## src/rtl/gcd_dispatch.sv

```systemverilog
// gcd_dispatch: operand-pair FIFO feeding an external GCD core. Zero pairs are
// resolved locally, the core is given a bounded time to answer, and one
// result at a time is held for the consumer.
module gcd_dispatch #(
  parameter int unsigned WIDTH   = 4,
  parameter int unsigned DEPTH   = 4,   // power of two, at least 2
  parameter int unsigned TIMEOUT = 32
) (
  input  logic             clk,
  input  logic             rst,
  input  logic             in_valid,
  output logic             in_ready,
  input  logic [WIDTH-1:0] in_a,
  input  logic [WIDTH-1:0] in_b,
  output logic             core_start,
  output logic [WIDTH-1:0] core_a,
  output logic [WIDTH-1:0] core_b,
  input  logic             core_done,
  input  logic [WIDTH-1:0] core_res,
  output logic             out_valid,
  input  logic             out_ready,
  output logic [WIDTH-1:0] out_res,
  output logic [WIDTH-1:0] out_a,
  output logic [WIDTH-1:0] out_b,
  output logic             out_err,
  output logic             busy
);

  localparam int unsigned PW = $clog2(DEPTH);
  localparam int unsigned CW = $clog2(DEPTH + 1);
  localparam int unsigned TW = $clog2(TIMEOUT + 1);

  typedef enum logic [1:0] {IDLE, ISSUE, WAIT, HOLD} state_e;

  state_e             state_q;
  logic [2*WIDTH-1:0] mem_q [DEPTH];
  logic [PW-1:0]      wr_ptr_q, wr_ptr_d;
  logic [PW-1:0]      rd_ptr_q, rd_ptr_d;
  logic [CW-1:0]      count_q, count_d;
  logic [TW-1:0]      wait_cnt_q;
  logic [WIDTH-1:0]   op_a_q, op_b_q;
  logic [WIDTH-1:0]   out_res_q;
  logic               out_err_q;
  logic               out_valid_q;
  logic               core_start_q;
  logic               push, pop;
  logic [2*WIDTH-1:0] head;
  logic [WIDTH-1:0]   head_a, head_b;

  // Full is judged on the registered count only, so a full FIFO never
  // accepts even when a pop happens in the same cycle.
  assign in_ready = (count_q < CW'(DEPTH));
  assign push     = in_valid && in_ready;
  assign pop      = (state_q == IDLE) && (count_q != '0);
  assign head     = mem_q[rd_ptr_q];
  assign head_a   = head[2*WIDTH-1:WIDTH];
  assign head_b   = head[WIDTH-1:0];

  // Next pointer and occupancy values; push+pop together leaves count alone.
  always_comb begin
    wr_ptr_d = wr_ptr_q;
    rd_ptr_d = rd_ptr_q;
    count_d  = count_q;
    if (push) wr_ptr_d = wr_ptr_q + PW'(1);
    if (pop)  rd_ptr_d = rd_ptr_q + PW'(1);
    case ({push, pop})
      2'b10:   count_d = count_q + CW'(1);
      2'b01:   count_d = count_q - CW'(1);
      default: count_d = count_q;
    endcase
  end

  // FIFO storage; contents are don't-care while count says empty.
  always_ff @(posedge clk) begin
    if (push) mem_q[wr_ptr_q] <= {in_a, in_b};
  end

  // FIFO pointers and count.
  always_ff @(posedge clk) begin
    if (!rst) begin
      wr_ptr_q <= '0;
      rd_ptr_q <= '0;
      count_q  <= '0;
    end else begin
      wr_ptr_q <= wr_ptr_d;
      rd_ptr_q <= rd_ptr_d;
      count_q  <= count_d;
    end
  end

  // Dispatch FSM: pop, bypass or issue, wait with timeout, hold for consumer.
  always_ff @(posedge clk) begin
    if (!rst) begin
      state_q      <= IDLE;
      op_a_q       <= '0;
      op_b_q       <= '0;
      core_start_q <= 1'b0;
      wait_cnt_q   <= '0;
      out_valid_q  <= 1'b0;
      out_res_q    <= '0;
      out_err_q    <= 1'b0;
    end else begin
      case (state_q)
        IDLE: begin
          if (pop) begin
            op_a_q <= head_a;
            op_b_q <= head_b;
            if (head_a == '0 || head_b == '0) begin
              // gcd(x,0) = x; (0,0) has no gcd and is flagged.
              state_q     <= HOLD;
              out_valid_q <= 1'b1;
              out_res_q   <= head_a | head_b;
              out_err_q   <= (head_a == '0) && (head_b == '0);
            end else begin
              state_q      <= ISSUE;
              core_start_q <= 1'b1;
            end
          end
        end
        ISSUE: begin
          core_start_q <= 1'b0;
          wait_cnt_q   <= '0;
          state_q      <= WAIT;
        end
        WAIT: begin
          wait_cnt_q <= wait_cnt_q + TW'(1);
          if (core_done) begin
            state_q     <= HOLD;
            out_valid_q <= 1'b1;
            out_res_q   <= core_res;
            out_err_q   <= 1'b0;
          end else if (wait_cnt_q == TW'(TIMEOUT - 1)) begin
            state_q     <= HOLD;
            out_valid_q <= 1'b1;
            out_res_q   <= '0;
            out_err_q   <= 1'b1;
          end
        end
        HOLD: begin
          if (out_ready) begin
            state_q     <= IDLE;
            out_valid_q <= 1'b0;
          end
        end
        default: state_q <= IDLE;
      endcase
    end
  end

  // Operand registers double as core operands and the result echo.
  assign core_start = core_start_q;
  assign core_a     = op_a_q;
  assign core_b     = op_b_q;
  assign out_valid  = out_valid_q;
  assign out_res    = out_res_q;
  assign out_a      = op_a_q;
  assign out_b      = op_b_q;
  assign out_err    = out_err_q;
  assign busy       = (state_q != IDLE) || (count_q != '0);

endmodule

```

## config.mk

```make
export PLATFORM = sky130hd
export DESIGN_NAME = gcd_dispatch
export DESIGN_NICKNAME = d
export VERILOG_FILES = /design/src/rtl/gcd_dispatch.sv
export SDC_FILE = /design/constraint.sdc
export NUM_CORES = 1
export LEC_CHECK = 0
export BUFFER_PORTS_ARGS = -buffer_cell sky130_fd_sc_hd__buf_2
export CAP_MARGIN = 10
export CORE_ASPECT_RATIO = 0.6
export CORE_MARGIN = 3
export CORE_UTILIZATION = 50
export CTS_CLUSTER_DIAMETER = 50
export CTS_CLUSTER_SIZE = 14
export DETAILED_ROUTE_END_ITERATION = 6
export MAX_ROUTING_LAYER = met4
export PLACE_DENSITY = 0.84
export SLEW_MARGIN = 10
export SYNTH_ARGS = -nofsm -noshare
export SYNTH_HDL_FRONTEND = slang
export SYNTH_SLANG_ARGS = --single-unit
```

## constraint.sdc

```tcl
create_clock -name clk -period 2.5 [get_ports clk]
set_input_delay 0.125 -clock clk [delete_from_list [all_inputs] [get_ports clk]]
set_output_delay 0.125 -clock clk [all_outputs]
set_load 0.01 [all_outputs]
```

Word-level counts from Yosys, hierarchy flattened
Memory sizes are Yosys's and may differ from the RTL's. A register that Yosys moved wholly into a read port is not among the register bits.
Cells that the tools add are included.
{"block": "op_classes", "addsub": 5, "magnitude_cmp": 1, "n_eq_ne": 11, "muxes": 30, "bitwise_logic": 1, "n_reduce_logical": 20}
{"op": "$mux W4", "n": 4}
{"op": "$mux W2", "n": 7}
{"op": "$mux W1", "n": 12}
{"op": "$pmux W6 S2", "n": 1}
{"op": "$reduce_bool A2 Y1", "n": 5}
{"op": "$logic_not A4 Y1", "n": 2}
{"op": "$pmux W2 S4", "n": 1}
{"op": "$pmux W4 S2", "n": 1}
{"op": "$add A6 B1 Y6 const B", "n": 1}
{"op": "$eq A2 B2 Y1 const B", "n": 3}
{"op": "$eq A6 B5 Y1 const B", "n": 1}
{"op": "$ne A2 B2 Y1 const B", "n": 3}
{"op": "$pmux W3 S2", "n": 1}
{"op": "$reduce_and A3 Y1", "n": 2}
{"op": "$reduce_bool A3 Y1", "n": 2}
{"op": "$reduce_and A5 Y1", "n": 1}
{"op": "$add A2 B1 Y2 const B", "n": 2}
{"op": "$eq A2 B1 Y1 const B", "n": 2}
{"op": "$or A4 B4 Y4", "n": 1}
{"op": "$pmux W1 S2", "n": 2}
{"op": "$reduce_and A4 Y1", "n": 1}
{"op": "$add A3 B1 Y3 const B", "n": 1}
{"op": "$logic_and A1 B1 Y1", "n": 3}
{"op": "$lt A3 B3 Y1 const B", "n": 1}
{"op": "other kinds (7)", "n": 8}
{"block": "word_totals", "regBits": 30, "ram_bits": 32, "input_bits": 17, "output_inout_bits": 25, "word_cells": 80, "mem_count": 1}
{"memory": "mem_q", "depth": 4, "width": 8, "read_ports": 1, "rd_clocked_by_memory_dff": 1, "write_ports": 1, "line": "36", "rtl": "logic [2*WIDTH-1:0] mem_q [DEPTH];"}

Depth between registers and ports, before layout
{"block": "depth", "depth_word": 5, "depth_mapped": 12, "mapped_depth_nobuf": 10}

Worst setup path before layout
No wires, ideal clock.
{"block": "synth_path", "path_type": "register -> register", "start": "register state_q[0]", "end": "register count_q[2]", "setup_time_ns": 0.071, "arrival_ns": 2.438, "required_ns": 2.429, "setup_slack_ns": -0.009, "stages_incl_launch_ff": 13, "n_path_buf": 2, "period_less_slack_ns": 2.509, "cell_sequence": "dfxtp_1 -> inv_1 -> ha_1 -> nand2b_1 -> clkbuf_1 -> inv_1 -> clkbuf_1 -> ha_1 -> inv_1 -> fa_1 -> xor2_1 -> or3_1 -> a21oi_1"}
{"block": "synth_between", "elab_chain_len": 4, "elab_cells_between_ends": 6, "cone_classes": "2 x eq/ne; 1 x mux; 3 x reduce/logical"}
{"element": "start, declared", "line": "35", "rtl": "state_e state_q;"}
{"element": "start signal, assigned", "line": "94", "rtl": "state_q <= IDLE;"}
{"element": "start signal, assigned", "line": "110", "rtl": "state_q <= HOLD;"}
{"element": "start signal, assigned", "line": "115", "rtl": "state_q <= ISSUE;"}
{"element": "$logic_not A2 Y1 (*)", "line": "54", "rtl": "assign pop = (state_q == IDLE) && (count_q != '0);"}
{"element": "$logic_and A1 B1 Y1 (*)", "line": "54"}
{"element": "via pop", "line": "46", "rtl": "logic push, pop;"}
{"element": "$eq A2 B1 Y1 or $eq A2 B2 Y1 (tied branches)", "line": "66", "rtl": "case ({push, pop})"}
{"element": "$pmux W3 S2 or $reduce_bool A2 Y1 (tied branches)"}
{"element": "end signal, assigned", "line": "87", "rtl": "count_q <= count_d;"}
{"element": "end, declared", "line": "39", "rtl": "logic [CW-1:0] count_q, count_d;"}
The timed path passes the listed nets; every way through them passes the cells marked *.
A chain may end at the register's enable or synchronous reset.

Worst setup path in the final report
{"block": "layout_path", "start": "register state_q[0]", "end": "register count_q[2]"}
{"block": "layout_between", "elab_chain_len": 4, "elab_cells_between_ends": 6, "cone_classes": "2 x eq/ne; 1 x mux; 3 x reduce/logical"}
{"element": "$logic_not A2 Y1 (*)", "line": "54"}
{"element": "$logic_and A1 B1 Y1 (*)", "line": "54"}
{"element": "$eq A2 B1 Y1 or $eq A2 B2 Y1 (tied branches)", "line": "66"}
{"element": "$pmux W3 S2 or $reduce_bool A2 Y1 (tied branches)"}
Every way passes the cells marked *; elsewhere a longest branch is shown, timed or not.

==> impl_metrics.ini <==
[hold_path]
hp-class = input pin to flop

[place]
portBuffers = 41
gp_congestion = 0.816
place_inst = 331
dp_hpwl_microns = 4000

[setup_path]
start_kind = flop
r2r_end = count_q[2]
critPathMaxFanout = 5
rrSetupSlack_ns = 0.29
timing.rr.start = state_q[0]
end_kind = flop
cp.arrival_ns = 2.45
worstPathRequired_ns = 2.75
crit_path_end = count_q[2]
reg2regPathDepth = 10
crit_start = state_q[0]
critical_path_class = flop to flop

[sta]
slew_headroom_pct = 49.4
min_period_ns = 2.21
finalMaxSlewViolations = 0
tightestPinTransition_ns = 0.757
tns_ns = 0
fin_crit_sh_pct = 88.3
rsz0062_at_grt = no
setup_violations = 0
hold_violations = 0
fmax_ghz = 0.453
fin_skew_ns = 0.00867

[clocking]
numCtsBuffers = 9
cts_setup_buffers = 0
htree_num_levels = 3
cts-root-buf = clkbuf_8
path_clk_slew_ns = 0.07
clkLatencyLatePin_ns = 0.33
clock-sinks = 64
cts_tree = built
max-clock-path-buffers = 2

[final_layout]
drive_gt1_share_pct = 25.0
fill_cells = 426
diodes = 0
fin_nets = 313
finalNonFillerCells = 354
syn2layout_area_growth_pct = 18.7

[yosys]
syn-num-nets = 266
syn-instance-count = 236
syn_area_per_cell_sq_um = 11.9
ys_seq_area_share_pct = 56.9
syn_area_sq_um = 2820
ys_ff_latch = 64
synth_warnings = 0
yosysTopAreaCellShare_pct = 34.1
synthTopCellsByArea = edfxtp_1 (34%), dfxtp_1 (23%), mux4_2 (5.6%), ha_1 (5.3%), nand2_1 (4.5%)
synth_cell_types = 36
yosysTopAreaCell = edfxtp_1

[drt]
drt_first_pass_iters = 5
drt-initial-drc-count = 123
num_vias = 1873
wl_per_cell_microns = 15.5
drc = 0
ant_nets = 0
wl_microns = 5490
via_per_inst = 5.29

[floorplan]
ios = 42
die_w_microns = 103
initial_utilization_pct = 53.6
die_y_microns = 64.1
rows = 20
core_sq_um = 5260
die-area_sq_um = 6600

[pwr]
power.density_nw_per_um2 = 1240
power.leakage_nw = 1.31
irDropWorstVdd_v = 0.000505

[status]
status = complete, no violations

[global_route]
overflow = 0
grt_pass1_vias = 1786
grt_pass1_wl_microns = 8980
grt_max_degree = 20
antenna_found_initial = 0
grt_use_total_pct = 19.1

[run]
drv_cap = 0
==> through the flow <==
| stage | instance area (sq um) | utilization, % | worst slack, ns | hold WS (ns) | power (mW) |
|---|---|---|---|---|---|
| 3_3_place_gp | 3040 | 57.8 | 0.269 | 0.341 | 3.07 |
| 2_1_floorplan | 2820 | - | 0.123 | 0.224 | 2.66 |
| 6_report | 3340 | 63.6 | 0.292 | 0.0246 | 4.14 |
| 3_5_place_dp | 3040 | 57.8 | 0.163 | 0.341 | 3.11 |
| 5_1_grt | 3340 | 63.6 | 0.125 | 0.0126 | 4.43 |
| 4_1_cts | 3340 | 63.6 | 0.126 | 0.000367 | 4.16 |
==> layer usage <==
layer	global-route usage, %	share of wire [%]	vias to the layer above
met5	-	0	-
met4	4.36	1.2	0
met3	8.83	8.6	9
met2	24.8	41	72
met1	27.1	49	877
li1	-	-	915
==> placed cells by master (no fill, tap or decap), types with 4 or more instances in the layout <==
| cell | netlist | final |
|---|---|---|
| a21oi_1 | 14 | 14 |
| and2_1 | 5 | 5 |
| buf_2 | 0 | 41 |
| buf_4 | 8 | 5 |
| clkbuf_8 | 0 | 9 |
| dfxtp_1 | 32 | 31 |
| dlygate4sd3_1 | 0 | 7 |
| edfxtp_1 | 32 | 32 |
| ha_1 | 12 | 12 |
| inv_1 | 12 | 12 |
| mux2i_1 | 6 | 6 |
| mux4_2 | 7 | 7 |
| nand2_1 | 34 | 34 |
| nand2b_1 | 4 | 4 |
| nor2_1 | 19 | 19 |
| o311ai_0 | 4 | 4 |
| xor2_1 | 6 | 6 |
==> Yosys cell counts <==
library cell / instances
fa_1: 1
clkinv_1: 1
buf_6: 1
or3_1: 3
nor3_1: 3
nand3b_1: 1
a211o_1: 1
nand2_1: 34
a21oi_1: 14
o21ai_0: 3
and4b_1: 1
nor2_4: 1
o32ai_1: 1
nor3b_1: 2
mux2i_1: 6
xor2_1: 6
nor3b_2: 1
buf_4: 8
nor2b_1: 2
nand2b_1: 4
a211oi_1: 2
mux4_1: 1
clkbuf_1: 7
xnor2_1: 3
ha_1: 12
nand4_1: 2
o311ai_0: 4
mux4_2: 7
dfxtp_1: 32
inv_1: 12
nor2_1: 19
edfxtp_1: 32
nor4_4: 2
o21ai_1: 1
and2_1: 5
clkbuf_2: 1
==> worst min-delay path by stage <==
stage	depth (start not counted)	slack, ns	endpoint	startpoint
finish	1	0.02	mem_q[3][1]	in_b[1]
floorplan	0	0.22	mem_q[0][0]	in_b[0]
global route	1	0.01	mem_q[3][1]	in_b[1]
global placement	1	0.34	mem_q[2][6]	in_a[2]
CTS	1	0.0004	mem_q[3][1]	in_b[1]
detailed placement	1	0.34	mem_q[0][6]	in_a[2]
==> repair_timing <==
action	4_1_cts	5_1_grt
hold buffers	7	0
endpoints found under the setup margin	0	6
resized for setup	0	1
endpoints found under the hold margin	28	0
==> report_power, final <==
| part | switching, mW | total (mW) | leakage (nW) | internal [mW] |
|---|---|---|---|---|
| logic | 0.912 | 1.59 | 0.637 | 0.677 |
| registers | 0.169 | 1.52 | 0.555 | 1.35 |
| clock network | 0.381 | 1.03 | 0.114 | 0.653 |
==> sequential cells by signal, summed over array words and instances, names as in the netlist, named ones only <==
name,flops
state_q,2
mem_q,32
core_a,4
out_res,4
core_start,1
count_q,3
core_b,4
out_valid,1
rd_ptr_q,2
wait_cnt_q,6
out_err,1
wr_ptr_q,2
==> critical path, stage by stage, from the launching register on <==
cell and delay (ns):
dfxtp_1 0.35, inv_1 0.12, ha_1 0.25, nand2b_1 0.09, inv_1 0.09, ha_1 0.18
inv_1 0.06, fa_1 0.38, xor2_1 0.16, or3_1 0.31, a21oi_1 0.14
==> area by class of cell <==
class | count | area (sq um) | share of cell area (%)
inverter | 13 | 48.8 | 1.46
sequential | 64 | 1600 | 47.9
tap | 66 | 82.6 | 2.47
multi-input combinational | 142 | 1060 | 31.8
timing repair buffer | 53 | 313 | 9.35
clock buffer | 9 | 124 | 3.70
clock inverter | 7 | 110 | 3.29
==> logic make-up after synthesis <==
| family | Yosys count | synth area share [%] |
|---|---|---|
| buffers and inverters | 30 | 5.38 |
| AO/OA/AOI/OAI | 26 | 5.60 |
| adder cells (fa/ha/maj) | 13 | 6.04 |
| AND/OR/NAND/NOR | 80 | 14.7 |
| flip-flops | 64 | 56.9 |
| XOR/XNOR | 9 | 2.80 |
| multiplexers | 14 | 8.66 |
Note: power is estimated with default switching activity, not from simulation.
